--- config.mk ---
export PLATFORM = sky130hd
export DESIGN_NAME = trace_recorder
export DESIGN_NICKNAME = d
export VERILOG_FILES = /design/src/rtl/trace_recorder_pkg.sv /design/src/rtl/trace_ram.sv /design/src/rtl/trace_recorder.sv
export SDC_FILE = /design/constraint.sdc
export NUM_CORES = 1
export LEC_CHECK = 0
export ABC_AREA = 0
export CORE_UTILIZATION = 60
export CTS_CLUSTER_SIZE = 14
export DETAILED_ROUTE_END_ITERATION = 10
export PLACE_DENSITY = 0.77
export SYNTH_ARGS = -nofsm -noshare
export SYNTH_HDL_FRONTEND = slang
export SYNTH_SLANG_ARGS = --single-unit
--- constraint.sdc ---
create_clock -name clk -period 8.1 [get_ports clk]
set_input_delay 1.215 -clock clk [delete_from_list [all_inputs] [get_ports clk]]
set_output_delay 1.215 -clock clk [all_outputs]
set_load 0.03 [all_outputs]
--- src/rtl/trace_recorder_pkg.sv ---
// ---------------------------------------------------------------------------
// lib_trace
//   Shared types for the retirement trace recorder.
//   TRACE_STATE : recorder FSM states
//   TRACE_ENTRY : one captured retirement, {pc, inst}
//   ENTRY_BYTES : bytes streamed out per entry
//   entry_byte  : selects dump byte 0..7 of an entry (pc bytes first, LSB first)
// ---------------------------------------------------------------------------
package lib_trace;

    typedef enum logic [1:0] {
        IDLE    = 2'd0,
        CAPTURE = 2'd1,
        POST    = 2'd2,
        DUMP    = 2'd3
    } TRACE_STATE;

    typedef struct packed {
        logic [31:0] pc;
        logic [31:0] inst;
    } TRACE_ENTRY;

    localparam int ENTRY_BYTES = 8;

    // Bytes 0..3 walk the pc from its low byte upward, bytes 4..7 do the
    // same for the instruction word.
    function automatic logic [7:0] entry_byte(input TRACE_ENTRY e, input logic [2:0] idx);
        logic [7:0] b;
        if (idx[2] == 1'b0) begin
            b = e.pc[{idx[1:0], 3'b000} +: 8];
        end else begin
            b = e.inst[{idx[1:0], 3'b000} +: 8];
        end
        return b;
    endfunction

endpackage

--- src/rtl/trace_ram.sv ---
// ---------------------------------------------------------------------------
// trace_ram
//   DEPTH x TRACE_ENTRY storage for the trace recorder. Synchronous write,
//   combinational (asynchronous) read, contents are not reset.
//   Ports:
//     clk    in   clock
//     we     in   write enable
//     waddr  in   write address
//     wdata  in   entry to write
//     raddr  in   read address
//     rdata  out  entry at raddr
// ---------------------------------------------------------------------------
module trace_ram
    import lib_trace::*;
#(
    parameter int DEPTH = 16,
    parameter int AW    = $clog2(DEPTH)
) (
    input  logic          clk,
    input  logic          we,
    input  logic [AW-1:0] waddr,
    input  TRACE_ENTRY    wdata,
    input  logic [AW-1:0] raddr,
    output TRACE_ENTRY    rdata
);

    TRACE_ENTRY mem [DEPTH];

    always_ff @(posedge clk) begin
        if (we) begin
            mem[waddr] <= wdata;
        end
    end

    assign rdata = mem[raddr];

endmodule

--- src/rtl/trace_recorder.sv ---
// ---------------------------------------------------------------------------
// trace_recorder
//   Captures (pc, instruction) retirement pairs into a circular buffer and,
//   once capture stops (buffer full in mode 0, or POST entries after a
//   trigger opcode in mode 1), streams the buffer out oldest-first as bytes
//   over a valid/ready port.
//   Ports:
//     clk       in   clock
//     reset     in   synchronous, active-high
//     arm       in   start a capture (honoured only when idle)
//     mode      in   0 = stop when full, 1 = circular with trigger
//     trig_op   in   trigger opcode, matched against ret_inst[7:0]
//     ret_valid in   an instruction retired this cycle
//     ret_pc    in   pc of the retired instruction
//     ret_inst  in   raw instruction word
//     tx_valid  out  dump byte available
//     tx_data   out  dump byte
//     tx_ready  in   consumer accepts the byte
//     busy      out  recorder not idle
//     done      out  one-cycle pulse after the last dump byte is accepted
//     count     out  valid entries held (0..DEPTH)
// ---------------------------------------------------------------------------
module trace_recorder
    import lib_trace::*;
#(
    parameter int DEPTH = 16,
    parameter int POST  = 4,
    parameter int CW    = $clog2(DEPTH + 1)
) (
    input  logic          clk,
    input  logic          reset,
    input  logic          arm,
    input  logic          mode,
    input  logic [7:0]    trig_op,
    input  logic          ret_valid,
    input  logic [31:0]   ret_pc,
    input  logic [31:0]   ret_inst,
    output logic          tx_valid,
    output logic [7:0]    tx_data,
    input  logic          tx_ready,
    output logic          busy,
    output logic          done,
    output logic [CW-1:0] count
);

    localparam int AW = $clog2(DEPTH);

    TRACE_STATE    state_q,    state_d;
    logic          mode_q,     mode_d;
    logic [7:0]    trig_op_q,  trig_op_d;
    logic [AW-1:0] wptr_q,     wptr_d;
    logic [CW-1:0] count_q,    count_d;
    logic [CW-1:0] post_cnt_q, post_cnt_d;
    logic [AW-1:0] rptr_q,     rptr_d;
    logic [2:0]    byte_idx_q, byte_idx_d;
    logic [CW-1:0] left_q,     left_d;
    logic          tx_valid_q, tx_valid_d;
    logic [7:0]    tx_data_q,  tx_data_d;
    logic          done_q,     done_d;

    logic          ram_we;
    TRACE_ENTRY    ram_wdata;
    TRACE_ENTRY    ram_rdata;

    // Values a capturing write would produce this cycle.
    logic [AW-1:0] wr_wptr;
    logic [CW-1:0] wr_count;
    logic          go_dump;

    trace_ram #(
        .DEPTH (DEPTH),
        .AW    (AW)
    ) u_ram (
        .clk   (clk),
        .we    (ram_we),
        .waddr (wptr_q),
        .wdata (ram_wdata),
        .raddr (rptr_d),
        .rdata (ram_rdata)
    );

    always_comb begin
        state_d    = state_q;
        mode_d     = mode_q;
        trig_op_d  = trig_op_q;
        wptr_d     = wptr_q;
        count_d    = count_q;
        post_cnt_d = post_cnt_q;
        rptr_d     = rptr_q;
        byte_idx_d = byte_idx_q;
        left_d     = left_q;
        tx_valid_d = tx_valid_q;
        done_d     = 1'b0;
        ram_we     = 1'b0;
        ram_wdata  = '{pc: ret_pc, inst: ret_inst};
        go_dump    = 1'b0;

        wr_wptr  = wptr_q + AW'(1);
        wr_count = (count_q == CW'(DEPTH)) ? count_q : count_q + CW'(1);

        case (state_q)
            IDLE: begin
                if (arm) begin
                    mode_d     = mode;
                    trig_op_d  = trig_op;
                    count_d    = '0;
                    wptr_d     = '0;
                    post_cnt_d = '0;
                    state_d    = CAPTURE;
                end
            end

            CAPTURE: begin
                if (ret_valid) begin
                    ram_we  = 1'b1;
                    wptr_d  = wr_wptr;
                    count_d = wr_count;
                    if (!mode_q) begin
                        if (wr_count == CW'(DEPTH)) begin
                            go_dump = 1'b1;
                        end
                    end else if (ret_inst[7:0] == trig_op_q) begin
                        if (POST == 0) begin
                            go_dump = 1'b1;
                        end else begin
                            state_d = lib_trace::POST;
                        end
                    end
                end
            end

            lib_trace::POST: begin
                // A trigger opcode seen here is just another entry.
                if (ret_valid) begin
                    ram_we     = 1'b1;
                    wptr_d     = wr_wptr;
                    count_d    = wr_count;
                    post_cnt_d = post_cnt_q + CW'(1);
                    if (post_cnt_d == CW'(POST)) begin
                        go_dump = 1'b1;
                    end
                end
            end

            DUMP: begin
                // First DUMP cycle only loads the byte register; afterwards
                // each handshake steps to the next byte with no bubble.
                if (!tx_valid_q) begin
                    tx_valid_d = 1'b1;
                end else if (tx_ready) begin
                    if (byte_idx_q == 3'(ENTRY_BYTES - 1)) begin
                        byte_idx_d = '0;
                        rptr_d     = rptr_q + AW'(1);
                        left_d     = left_q - CW'(1);
                        if (left_q == CW'(1)) begin
                            tx_valid_d = 1'b0;
                            done_d     = 1'b1;
                            state_d    = IDLE;
                        end
                    end else begin
                        byte_idx_d = byte_idx_q + 3'd1;
                    end
                end
            end

            default: begin
                state_d = IDLE;
            end
        endcase

        // Oldest entry sits count entries behind the write pointer; when the
        // buffer is full count mod DEPTH is zero and that is wptr itself.
        if (go_dump) begin
            state_d    = DUMP;
            rptr_d     = wr_wptr - wr_count[AW-1:0];
            byte_idx_d = '0;
            left_d     = wr_count;
        end

        // The read address follows the next pointer so the byte register
        // already holds the next byte in the cycle after a handshake.
        tx_data_d = tx_valid_d ? entry_byte(ram_rdata, byte_idx_d) : tx_data_q;
    end

    always_ff @(posedge clk) begin
        if (reset) begin
            state_q    <= IDLE;
            mode_q     <= 1'b0;
            trig_op_q  <= '0;
            wptr_q     <= '0;
            count_q    <= '0;
            post_cnt_q <= '0;
            rptr_q     <= '0;
            byte_idx_q <= '0;
            left_q     <= '0;
            tx_valid_q <= 1'b0;
            tx_data_q  <= '0;
            done_q     <= 1'b0;
        end else begin
            state_q    <= state_d;
            mode_q     <= mode_d;
            trig_op_q  <= trig_op_d;
            wptr_q     <= wptr_d;
            count_q    <= count_d;
            post_cnt_q <= post_cnt_d;
            rptr_q     <= rptr_d;
            byte_idx_q <= byte_idx_d;
            left_q     <= left_d;
            tx_valid_q <= tx_valid_d;
            tx_data_q  <= tx_data_d;
            done_q     <= done_d;
        end
    end

    assign tx_valid = tx_valid_q;
    assign tx_data  = tx_data_q;
    assign busy     = (state_q != IDLE);
    assign done     = done_q;
    assign count    = count_q;

endmodule

==> results of run 1 <==
[routing by layer]
| metal | up-vias | wire [µm] | share of wire, % |
|---|---|---|---|
| met4 | 12 | 5230 | 4.5 |
| met2 | 1875 | 55300 | 48 |
| met5 | - | 71 | 0.061 |
| met1 | 13500 | 42700 | 37 |
| met3 | 337 | 12800 | 11 |
| li1 | 11500 | - | - |
[cell usage after synthesis (4+ instances only)]
library cell / instances / area (µm²)
mux2i_1: 92 / 921
nor4_1: 5 / 31.3
nand4_1: 43 / 269
o211a_1: 21 / 210
a21boi_0: 24 / 180
mux2_2: 8 / 90.1
nand3_1: 177 / 886
dfxtp_1: 47 / 941
o2111a_1: 7 / 78.8
buf_4: 36 / 270
clkbuf_1: 57 / 214
nor2_1: 69 / 259
buf_6: 10 / 113
a32oi_1: 51 / 447
a32o_1: 21 / 210
nand2_1: 487 / 1830
or4_1: 22 / 165
a221o_1: 8 / 80.1
xor2_1: 14 / 123
and4_1: 15 / 131
buf_2: 80 / 400
and4b_1: 8 / 80.1
xnor2_1: 14 / 123
o211ai_1: 34 / 255
and2_1: 35 / 219
a222oi_1: 8 / 80.1
a21o_1: 4 / 30.0
o31a_1: 7 / 61.3
a31o_2: 21 / 184
ha_1: 20 / 250
a31oi_1: 62 / 388
nor3_1: 14 / 70.1
o21ai_1: 8 / 40.0
o22ai_1: 8 / 50.1
a21oi_1: 48 / 240
mux4_2: 32 / 721
edfxtp_1: 1024 / 30700
a22oi_1: 10 / 75.1
inv_1: 68 / 255
a221oi_1: 51 / 447
o21ai_0: 108 / 541
[power by group through the flow]
| stage | clock [W] | combinational [W] | sequential, W |
|---|---|---|---|
| 3_3_place_gp | 0 | 0.000708 | 0.00638 |
| 4_1_cts | 0.00468 | 0.000736 | 0.00627 |
| 2_1_floorplan | 0 | 0.000356 | 0.00640 |
| 5_1_grt | 0.00490 | 0.000794 | 0.00627 |
| 3_5_place_dp | 0 | 0.000732 | 0.00638 |
| 6_report | 0.00467 | 0.000752 | 0.00627 |
[state kept, by name, summed over array words and instances, names as in the netlist]
signal	cells
post_cnt_q	5
mode_q	1
trig_op_q	8
state_q	2
count	5
tx_valid	1
byte_idx_q	3
tx_data	8
done	1
left_q	5
u_ram.mem	1024
rptr_q	4
wptr_q	4
[layout make-up]
class,instances,area (µm²)
inverters,68,255
well taps,940,1180
repair buffers,154,1480
diodes,11,27.5
flip-flops and latches,1071,31700
multi-input cells,1598,10400
clock inverters,49,450
clock buffers,144,2850
fillers,4581,22300
[critical path, delay by kind of cell, from the launching register on]
family                     cells  cell delay (ps)
buffers and inverters          5             1170
adders and majority gates      3              920
AOI/OAI and AO/OA              3              600
DFF                            1              480
and+or+nand+nor                7             1950
xor gates and xnor gates       2              590
[path summary, 6_finish.rpt]
| kind | slack [ps] | endpoint | from | cells after the start |
|---|---|---|---|---|
| setup reg to reg | 2210 | tx_data[3] | count[0] | 20 |
| setup / recovery | 2210 | tx_data[3] | count[0] | 20 |
| hold / removal | 480 | trig_op_q[6] | trig_op_q[6] | 2 |
| hold reg to reg | 480 | trig_op_q[6] | trig_op_q[6] | 2 |
[metrics by stage]
step / cell area, µm² / util [%] / hold slack (ps)
after floorplan: 43200 / - / 448
after global placement: 45000 / 63.7 / 457
after detailed placement: 45000 / 63.7 / 466
after CTS: 48300 / 68.4 / 475
after global routing: 48300 / 68.4 / 488
final: 48300 / 68.4 / 475
[cells by family (layout without fill, tap and decap cells)]
kind of cell,count (synthesis),in the layout
adders and majority gates,21,21
other,0,11
AOI/OAI and AO/OA,523,523
DFF,1071,1071
xor gates and xnor gates,28,28
buffers and inverters,258,415
and+or+nand+nor,893,893
muxes,133,133
==> impl_metrics.csv, run 1 <==
group,metric,value,unit
grt,track_usage,31.8,%
detailed_routing,detail-route-antenna-nets,0,
synthesis,synth_mux_area_share,4.05,%
synthesis,synth_ff_type,"edfxtp_1",
detailed_routing,wirelength,116000,µm
power_and_ir_drop,power_density,242,mW/mm²
synthesis,syn_area,0.0432,mm²
synthesis,synth-seq-cells,1071,
detailed_routing,drc,0,
cells_and_area,instances_no_fill,4035,
setup_path,cp_data_arrival_time,6460,ps
grt,grt_use_met1,42.0,%
grt,antenna_found_initial,16,
sta,setup_violations,0,
detailed_routing,vias,27200,
sta,relSlewSlack,14.4,%
grt,grtUsageMet3,6.26,%
synthesis,synth_compound_area_share,8.85,%
synthesis,yosysUniqueCellTypes,76,
worst_hold_path,worstHoldPathType,"reg -> reg",
power_and_ir_drop,power.leakage,16.2,nW
grt,met2_usage,50.7,%
placed_design,dpl.hpwl,62200,µm
grt,gr-max-usage-layer,"met2",
cts,clk_latency,680,ps
sta,rsz0062_at_grt,"no",
synthesis,yosys.area_share.adder,0.626,%
synthesis,synth_simple_gate_area_share,9.45,%
floorplan,start_util,61.1,%
power_and_ir_drop,internal_power,0.00909,W
floorplan,core,0.0706,mm²
power_and_ir_drop,power.total,0.0117,W
power_and_ir_drop,seqPwrFrac,53.6,%
placed_design,finalWeightedCongestion,0.856,
floorplan,pin_count,94,
setup_path,cp.required,8660,ps
cts,numCtsBuffers,104,
cts,cts_root_buf,"clkbuf_16",
sta,slew_violations,0,
detailed_routing,first_pass_iters,8,
setup_path,crit_top_cell,"buf_4",
cells_and_area,nets,3096,
cts,cts_sinks,1071,
sta,setup_slack,2210,ps
setup_path,cp_max_fo,48,
setup_path,crit_slowest_cell,"nand2_4",
placed_design,dp.cells,3831,
cts,clkTransAtPathRegs,60,ps
floorplan,die-area,0.0730,mm²
floorplan,rows,97,
cts,cts_resized,0,
power_and_ir_drop,p_comb_share,6.4,%
sta,worst_slew_pin_slew,1270,ps
power_and_ir_drop,clock_power_share,40.0,%
setup_path,slowest_delay,690,ps
placed_design,pre_cts_slack,1840,ps
synthesis,synth_area_per_cell,14.7,µm²
sta,fin_crit_sh,72.7,%
power_and_ir_drop,swShare,22.3,%
cts,cts_setup_buffers,0,
power_and_ir_drop,irDropWorstVdd,0.000243,V
sta,finClkSkew,29.7,ps
cells_and_area,drive_gt1_share,9.95,%
synthesis,yosys_warnings,0,
floorplan,die_w,270,µm
power_and_ir_drop,p_sw,0.00260,W
grt,gr-total-overflow,0,
cells_and_area,areaGrowthSynthToFinish,11.9,%
detailed_routing,via_per_inst,6.74,
detailed_routing,wl_per_cell,28.8,µm
placed_design,port_buffers,93,
sta,hold_viol_final,0,
grt,grt_pass1_vias,26600,
setup_path,path_cells,"inv_1, ha_1, and4bb_1, xnor2_1, ha_1, inv_1, fa_1, xnor2_1, nand3_1, o32a_1, buf_4, nand2_4, buf_4, buf_4, o211ai_1, nand4_1, nand4_1, and4b_1, o21ai_0, and4_1",
cells_and_area,layout_common_cells,"1024 x edfxtp_1, 486 x nand2_1, 177 x nand3_1",
cts,ctsLongestPathBuffers,3,
sta,period_needed,5890,ps
grt,grt_pass1_wl,171000,µm
run_status,status,"finished, final reports clean",
sta,timing.fmax,170,MHz
grt,grt_max_degree,129,
synthesis,synth_top_family_by_area,"simple AND/OR/NAND/NOR gates",
cells_and_area,final_common_cell,"edfxtp_1",
setup_path,start_kind,"flop",
run,max_cap_viol_count,0,
cts,hold_buffers,0,
synthesis,synthArstFlopShare,0,%
synthesis,synth_cells,2927,
synthesis,yosys.area_share.xor_xnor,0.568,%
detailed_routing,drt_iter0_drc,3911,
cts,cts_tree,"done",
floorplan,die_h,270,µm
synthesis,syn_nets,3026,
synthesis,synth_edf_count,1024,
cts,htree_levels,3,
synthesis,seq_area_frac_synth,73.4,%
setup_path,crit_type,"reg -> reg",
sta,setup_tns,0,ps
setup_path,endpoint_kind,"flop",
(Power assumes the default switching activity.)
==> run 2: changes to the inputs <==
Clock period 8.1 ns to 5.6 ns, I/O delays scaled along.
==> impl_metrics.csv, run 2 (synthesized netlist as in run 1, its figures left out) <==
group,metric,value,unit
setup_path,crit_type,"reg -> reg",
setup_path,start_kind,"flop",
detailed_routing,vias,27800,
cells_and_area,largest_register_ffs,1024,
setup_path,cp_max_fo,23,
cts,cts_setup_buffers,0,
worst_hold_path,worstHoldPathType,"reg -> reg",
placed_design,finalWeightedCongestion,0.860,
cells_and_area,areaGrowthSynthToFinish,13.5,%
cells_and_area,nets,3138,
cells_and_area,largest-register,"u_ram.mem",
cts,ctsLongestPathBuffers,3,
sta,setup_violations,0,
floorplan,core,0.0706,mm²
sta,relSlewSlack,10.7,%
cells_and_area,instances_no_fill,4075,
cts,cts_tree,"done",
sta,setup_tns,0,ps
detailed_routing,drc,0,
detailed_routing,wirelength,120000,µm
sta,rsz0062_at_grt,"no",
floorplan,die-area,0.0730,mm²
floorplan,die_w,270,µm
detailed_routing,drt_iter0_drc,4303,
run_status,status,"finished, final reports clean",
power_and_ir_drop,irDropWorstVdd,0.000292,V
cells_and_area,fin_area,0.0490,mm²
detailed_routing,wl_per_cell,29.3,µm
detailed_routing,first_pass_iters,8,
placed_design,dpl.hpwl,65300,µm
sta,finClkSkew,33.4,ps
cts,htree_levels,3,
detailed_routing,detail-route-antenna-nets,0,
cells_and_area,final_common_cell,"edfxtp_1",
sta,hold_viol_final,0,
power_and_ir_drop,power.leakage,16.5,nW
sta,fin_crit_sh,94.6,%
placed_design,place_area,0.0457,mm²
cts,cts_root_buf,"clkbuf_16",
cts,cts_resized,0,
grt,grt_pass1_wl,175000,µm
cts,clkTransAtPathRegs,60,ps
grt,grt_pass1_vias,27200,
sta,timing.fmax,189,MHz
cts,cts_sinks,1071,
cts,numCtsBuffers,104,
grt,antenna_found_initial,11,
setup_path,cp.required,6180,ps
floorplan,pin_count,94,
setup_path,endpoint_kind,"flop",
detailed_routing,via_per_inst,6.83,
sta,period_needed,5300,ps
cts,clk_latency,690,ps
cts,hold_buffers,0,
placed_design,dp.cells,3873,
sta,slew_violations,0,
cells_and_area,drive_gt1_share,11.1,%
run,max_cap_viol_count,0,
floorplan,start_util,61.1,%
floorplan,rows,97,
setup_path,cp_data_arrival_time,5880,ps
power_and_ir_drop,power_density,346,mW/mm²
power_and_ir_drop,power.total,0.0169,W
grt,gr-total-overflow,0,
sta,whs,473,ps
grt,track_usage,32.6,%
grt,grt_max_degree,92,
cells_and_area,layout_common_cells,"1024 x edfxtp_1, 486 x nand2_1, 177 x nand3_1",
floorplan,die_h,270,µm
cells_and_area,nFillCells,4460,
sta,worst_slew_pin_slew,1340,ps
placed_design,port_buffers,93,
==> run 2: final timing paths <==
path / end / from / slack [ps] / depth (start not counted)
max: tx_data[1] / count[0] / 300 / 17
min: trig_op_q[2] / trig_op_q[2] / 470 / 2
max reg2reg: tx_data[1] / count[0] / 300 / 17
min reg2reg: trig_op_q[2] / trig_op_q[2] / 470 / 2
==> run 2: stage by stage <==
step                      util (%)  setup WS [ps]
after floorplan                  -           1200
after global placement        64.7            220
after detailed placement      64.7            196
after CTS                     69.3            190
after global routing          69.3           66.4
final                         69.3            302
==> run 2: metal layers <==
layer / up-vias / GRT usage, % / part of all wire [%]
met5: - / 0 / 0.038
met4: 6 / 16.4 / 5.1
met3: 368 / 6.81 / 12
met2: 2096 / 51.0 / 47
met1: 13800 / 43.6 / 36
li1: 11600 / - / -
==> run 2: power by group <==
group	switching, W	internal, W
Combinational	0.000763	0.000340
Clock	0.00297	0.00378
Sequential	0.0000884	0.00898
Total	0.00382	0.0131
==> run 2: final cells by class <==
| cell class | instances | area [µm²] | share of cell area (%) |
|---|---|---|---|
| antenna | 7 | 17.5 | 0.0358 |
| multi-input combinational | 1598 | 10400 | 21.2 |
| clock inverter | 63 | 508 | 1.04 |
| tap | 940 | 1180 | 2.40 |
| clock buffer | 132 | 2770 | 5.65 |
| timing repair buffer | 196 | 2160 | 4.41 |
| inverter | 68 | 255 | 0.521 |
| sequential | 1071 | 31700 | 64.7 |
==> run 2: worst max-delay path, cell delays in order (launching register included) <==
cell	delay, ps
dfxtp_1	530
inv_1	90
ha_1	230
and4bb_1	220
xnor2_1	310
ha_1	220
inv_1	60
fa_1	460
xnor2_1	330
nand3_1	130
o32a_1	380
nand2_4	370
buf_12	270
buf_4	350
nand3_1	120
a31oi_1	680
o21ai_0	160
and4_1	230
==> RTL edit 1: new RTL, flow settings as in run 2 <==
`DEPTH` is set to 16 in 2 places; all go to 8.
--- a/src/rtl/trace_ram.sv
+++ b/src/rtl/trace_ram.sv
@@ -14,5 +14,5 @@
     import lib_trace::*;
 #(
-    parameter int DEPTH = 16,
+    parameter int DEPTH = 8,
     parameter int AW    = $clog2(DEPTH)
 ) (
--- a/src/rtl/trace_recorder.sv
+++ b/src/rtl/trace_recorder.sv
@@ -24,5 +24,5 @@
     import lib_trace::*;
 #(
-    parameter int DEPTH = 16,
+    parameter int DEPTH = 8,
     parameter int POST  = 4,
     parameter int CW    = $clog2(DEPTH + 1)
Interface: changed (resized count); port bits go from 94 to 93. The function was not compared with the original's and may differ.
==> RTL edit 1 against run 2 <==
  * Setup slack improved by 0.40 ns
  * Power decreased by 47%
  * Non-clock buffer count decreased by 66
  * First-iteration DRC count down 62%
  * Sequential cell count decreased by 517
  * Routed wire length is 55% lower
  * Synthesized area down 48%
  * Final area down 48%
==> RTL edit 1: results (changes against run 2) <==
• tx_data[2]$_SDFFE_PP0P_ — worst flop-to-flop path endpoint
• 5.42 ns — data arrival time of the worst path, -0.46 ns
• 0.876% — adder-cell share of the synthesized area, +0.25 points
• 37.4% — Clock Power Share, -2.5 points
• 1639 — detailed router's first-iteration violation count, -62%
• 0.475 ns — worst hold slack across all endpoints, +0.00203 ns
• 1.18 ns — Worst Max-Slew Pin Slew, -0.162 ns
• 8.88 nW — leakage dissipation, -46%
• 3 — maximum buffer depth of the clock tree, unchanged
• trig_op_q[5]$_SDFFE_PP0P_ — Hold Path End
• 9.0% — power share of the combinational group, +2.5 points
• finished, final reports clean — run status
• 1 — antenna violations before repair, -10
• 512 — number of flip-flops under the largest register name, -50%
• sky130_fd_sc_hd__a311oi_4 — CP max stage cell
• 8.05% — share of final-layout standard cells stronger than drive strength 1, -3.0 points
• 0.668% — xor and xnor fraction of the mapped netlist area, +0.10 points
• sky130_fd_sc_hd__edfxtp_1, sky130_fd_sc_hd__mux2i_1, sky130_fd_sc_hd__nand2_1 — cell types occupying the most area after synthesis
• 1778 — # nets final, -43%
• 32700 um — Detail Placement HPWL, -50%
• 0.283 mV — IR Drop Worst-Case VDD, -3.1%
• 65 — pin count of the biggest net entering global routing, -29%
• 24.4 um — post-DR wirelength/cell, -17%
• 0.874 — placer congestion estimate, +1.6%
• 28.6% — Global Route Usage Sum, -3.9 points
• 0.0120 ns — final clock skew, -0.0214 ns
• 512 — number of enable flip-flop cells after synthesis, -50%
• 1669 — net count after synthesis, -45%
• 0.59 ns — clock insertion delay at the later pin of the skew report, -0.10 ns
• 6 — number of iterations in the first detailed-routing pass, -2
• 6.12% — multiplexer share of the synthesized area, +2.1 points
• 0 ns — post-route setup TNS, unchanged
• sky130_fd_sc_hd__edfxtp_1, sky130_fd_sc_hd__nand2_1, sky130_fd_sc_hd__mux2i_1 — Synth top cells by count
• 0.71 ns — register-to-register setup slack, +0.40 ns
• 80700 um — wire length of the first global-routing pass, -54%
• 53 — number of buffers inserted during clock tree synthesis, -49%
• trig_op_q[5]$_SDFFE_PP0P_ — critical hold path startpoint
• 18 — highest net fanout along the worst path, -22%
• 0.00695 W — P_int, -47%
• 2 — H-tree levels, -1
• 23900 sq um — placed cell areas, -48%
• 72.8% — sequential cell area fraction in the yosys report, -0.66 points
• 13600 — via count of the first global-routing pass, -50%
• 0 — final antenna diode count, -7
• 0.63 ns — slowest cell delay on critical path, -0.05 ns
• 5.73% — compound-gate portion of the synthesized area, -3.1 points
• 61 — count of cell types in the netlist, -20%
-- RTL edit 1: final cells by class --
class	count	area (sq um)
Sequential cell	554	16200
Fill cell	2415	11100
Multi-Input combinational cell	934	5710
Clock buffer	68	1460
Timing Repair Buffer	130	1290
Tap cell	468	586
Clock inverter	28	189
Inverter	12	45.0
-- RTL edit 1: kinds of logic (layout without fill, tap and decap cells) --
family          after synthesis  count (layout)
flops                       554             554
compound gates              183             183
xor+xnor                     17              17
buf+inv                      88             238
simple gates                583             583
fa+ha+maj                    15              15
mux                         136             136
-- RTL edit 1: worst max path at each step --
| stage | startpoint | cells past startpoint | end | slack, ns |
|---|---|---|---|---|
| finish | count[0]$_SDFFE_PP0P_ | 17 | tx_data[2]$_SDFFE_PP0P_ | 0.71 |
| global route | count[0]$_SDFFE_PP0P_ | 17 | tx_data[0]$_SDFFE_PP0P_ | 0.41 |
| CTS | count[0]$_SDFFE_PP0P_ | 17 | tx_data[2]$_SDFFE_PP0P_ | 0.75 |
| detailed placement | tx_ready | 12 | tx_data[2]$_SDFFE_PP0P_ | 0.77 |
| global placement | tx_ready | 12 | tx_data[0]$_SDFFE_PP0P_ | 0.83 |
| floorplan | ret_valid | 2 | u_ram.mem[2][0]$_DFFE_PP_ | -0.34 |
-- RTL edit 1: per-stage QoR --
step	total power [W]	std cells	worst slack, ns
finish	0.00903	2194	0.706
global route	0.00931	2194	0.408
CTS	0.00907	2194	0.748
detailed placement	0.00573	2098	0.774
global placement	0.00569	2098	0.834
floorplan	0.00538	1576	-0.339
-- RTL edit 1: per-layer routing --
metal  routed length [um]  global-route usage [%]
met1                21300                    39.4
met4                 1560                    9.86
met5                    0                       0
met3                 5130                    6.00
met2                25500                    45.8
==> RTL edit 2: new RTL, config.mk and constraints of run 2 <==
Without the edit above. Put one more register stage on the output `count`, cleared by the reset. The value now appears one clock later. The other outputs are not delayed to match.
--- a/src/rtl/trace_recorder.sv
+++ b/src/rtl/trace_recorder.sv
@@ -217,5 +217,11 @@
     assign busy     = (state_q != IDLE);
     assign done     = done_q;
-    assign count    = count_q;
+    always_ff @(posedge clk) begin
+        if (reset) begin
+            count <= '0;
+        end else begin
+            count <= count_q;
+        end
+    end
 
 endmodule
Function: changed (a bounded check fails within 4 cycles, from zero or initial values and one cycle with reset high).
==> RTL edit 2 against run 2 <==
  * Clock power grew 7.3%
  * Setup slack gained 0.40 ns
  * Critical path type unchanged
  * Fmax grew 8.2%
  * Sequential share of layout area grew 1.4 points
  * Largest cell class unchanged
  * Sequential cell count grew 5
  * Routed wire length shrank 4.0%
  * Synthesized area shrank 2.1%
  * Power grew 3.2%
  * Final area shrank 1.8%
==> RTL edit 2: results (changes against run 2) <==
• finished, final reports clean — run status
• sky130_fd_sc_hd__a41oi_1 — CP max stage cell
• 5.48 ns — data arrival time of the worst path, -0.40 ns
• 105 — number of buffers inserted during clock tree synthesis, +0.96%
• sky130_fd_sc_hd__edfxtp_1, sky130_fd_sc_hd__nand2_1, sky130_fd_sc_hd__a21oi_1 — Synth top cells by count
• 44.0% — Global Route met1 Usage, +0.38 points
• 0.781% — multiplexer share of the synthesized area, -3.3 points
• 32.4% — Global Route Usage Sum, -0.14 points
• 7.98% — compound-gate portion of the synthesized area, -0.87 points
• 44500 sq um — placed cell areas, -2.5%
• 53500 um — routed wire length on met2, -4.1%
• 0.580% — xor and xnor fraction of the mapped netlist area, +0.012 points
• 6.56 — Vias/cell, -3.9%
• 75.2% — sequential cell area fraction in the yosys report, +1.8 points
• 3366 — # nets final, +7.3%
• 4560 — filler cell count, +2.2%
• 3284 — net count after synthesis, +8.5%
• 0.0374 ns — final clock skew, +0.00403 ns
• 170000 um — wire length of the first global-routing pass, -3.0%
• 41 — highest net fanout along the worst path, +78%
• trig_op_q[3]$_SDFFE_PP0P_ — critical hold path startpoint
• 61700 um — Detail Placement HPWL, -5.5%
• 7.36% — global routing met3 resource utilization, +0.55 points
• 1.35 ns — Worst Max-Slew Pin Slew, +0.00829 ns
• 27600 — via count of the first global-routing pass, +1.4%
• 8 — antenna violations before repair, -3
• 4678 — detailed router's first-iteration violation count, +8.7%
• 15.9 nW — leakage dissipation, -3.8%
• sky130_fd_sc_hd__edfxtp_1, sky130_fd_sc_hd__nand2_1, sky130_fd_sc_hd__a21oi_1 — cell types occupying the most area after synthesis
• 131 — pin count of the biggest net entering global routing, +42%
• 14600 um — met3 routed WL, +1.8%
• 0.639% — adder-cell share of the synthesized area, +0.013 points
• 0.414 mV — IR Drop Worst-Case VDD, +42%
• 26.8 um — post-DR wirelength/cell, -8.7%
• 50.9% — GRT met2 Usage, -0.058 points
## RTL edit 2: cell count changes in the layout (fill, tap and decap cells not counted), sizes merged, moves of 35 or more
| cell | change |
|---|---|
| a21oi | +404 |
| mux2i | -65 |
| nand3 | +37 |
| o21ai | -107 |
| a31oi | -59 |
| a32oi | -35 |
| a221oi | -52 |
| inv | -54 |
| a22oi | +72 |
| nand2 | +304 |
| nand4 | +48 |
## RTL edit 2: path summary, 6_finish.rpt
path                          endpoint  slack [ns]  cells after the start
max            tx_data[4]$_SDFFE_PP0P_        0.70                     14
max reg2reg    tx_data[4]$_SDFFE_PP0P_        0.70                     14
min          trig_op_q[3]$_SDFFE_PP0P_        0.47                      2
min reg2reg  trig_op_q[3]$_SDFFE_PP0P_        0.47                      2
## RTL edit 2: final cells by class
type | instances | area [sq um] | share of cell area (%)
Antenna cell | 3 | 7.51 | 0.0156
Sequential cell | 1076 | 31800 | 66.1
Inverter | 15 | 56.3 | 0.117
Timing Repair Buffer | 172 | 1860 | 3.86
Clock inverter | 67 | 748 | 1.56
Clock buffer | 127 | 2800 | 5.83
Multi-Input combinational cell | 1897 | 9670 | 20.1
Tap cell | 931 | 1160 | 2.42
## RTL edit 2: through the flow
step | worst slack, ns | total power, W | utilization [%] | hold WS (ns) | std cells
after floorplan | 1.14 | 0.00984 | - | 0.430 | 3185
after global placement | 0.896 | 0.0103 | 64.4 | 0.441 | 4091
after detailed placement | 0.737 | 0.0103 | 64.4 | 0.464 | 4091
after CTS | 0.827 | 0.0175 | 69.5 | 0.475 | 4285
after global routing | 0.503 | 0.0179 | 69.5 | 0.498 | 4287
final | 0.702 | 0.0175 | 69.5 | 0.471 | 4288
## RTL edit 2: where the power goes
part           switching [W]  internal [W]
Sequential          0.000111       0.00904
Combinational       0.000740      0.000321
Clock                0.00299       0.00426
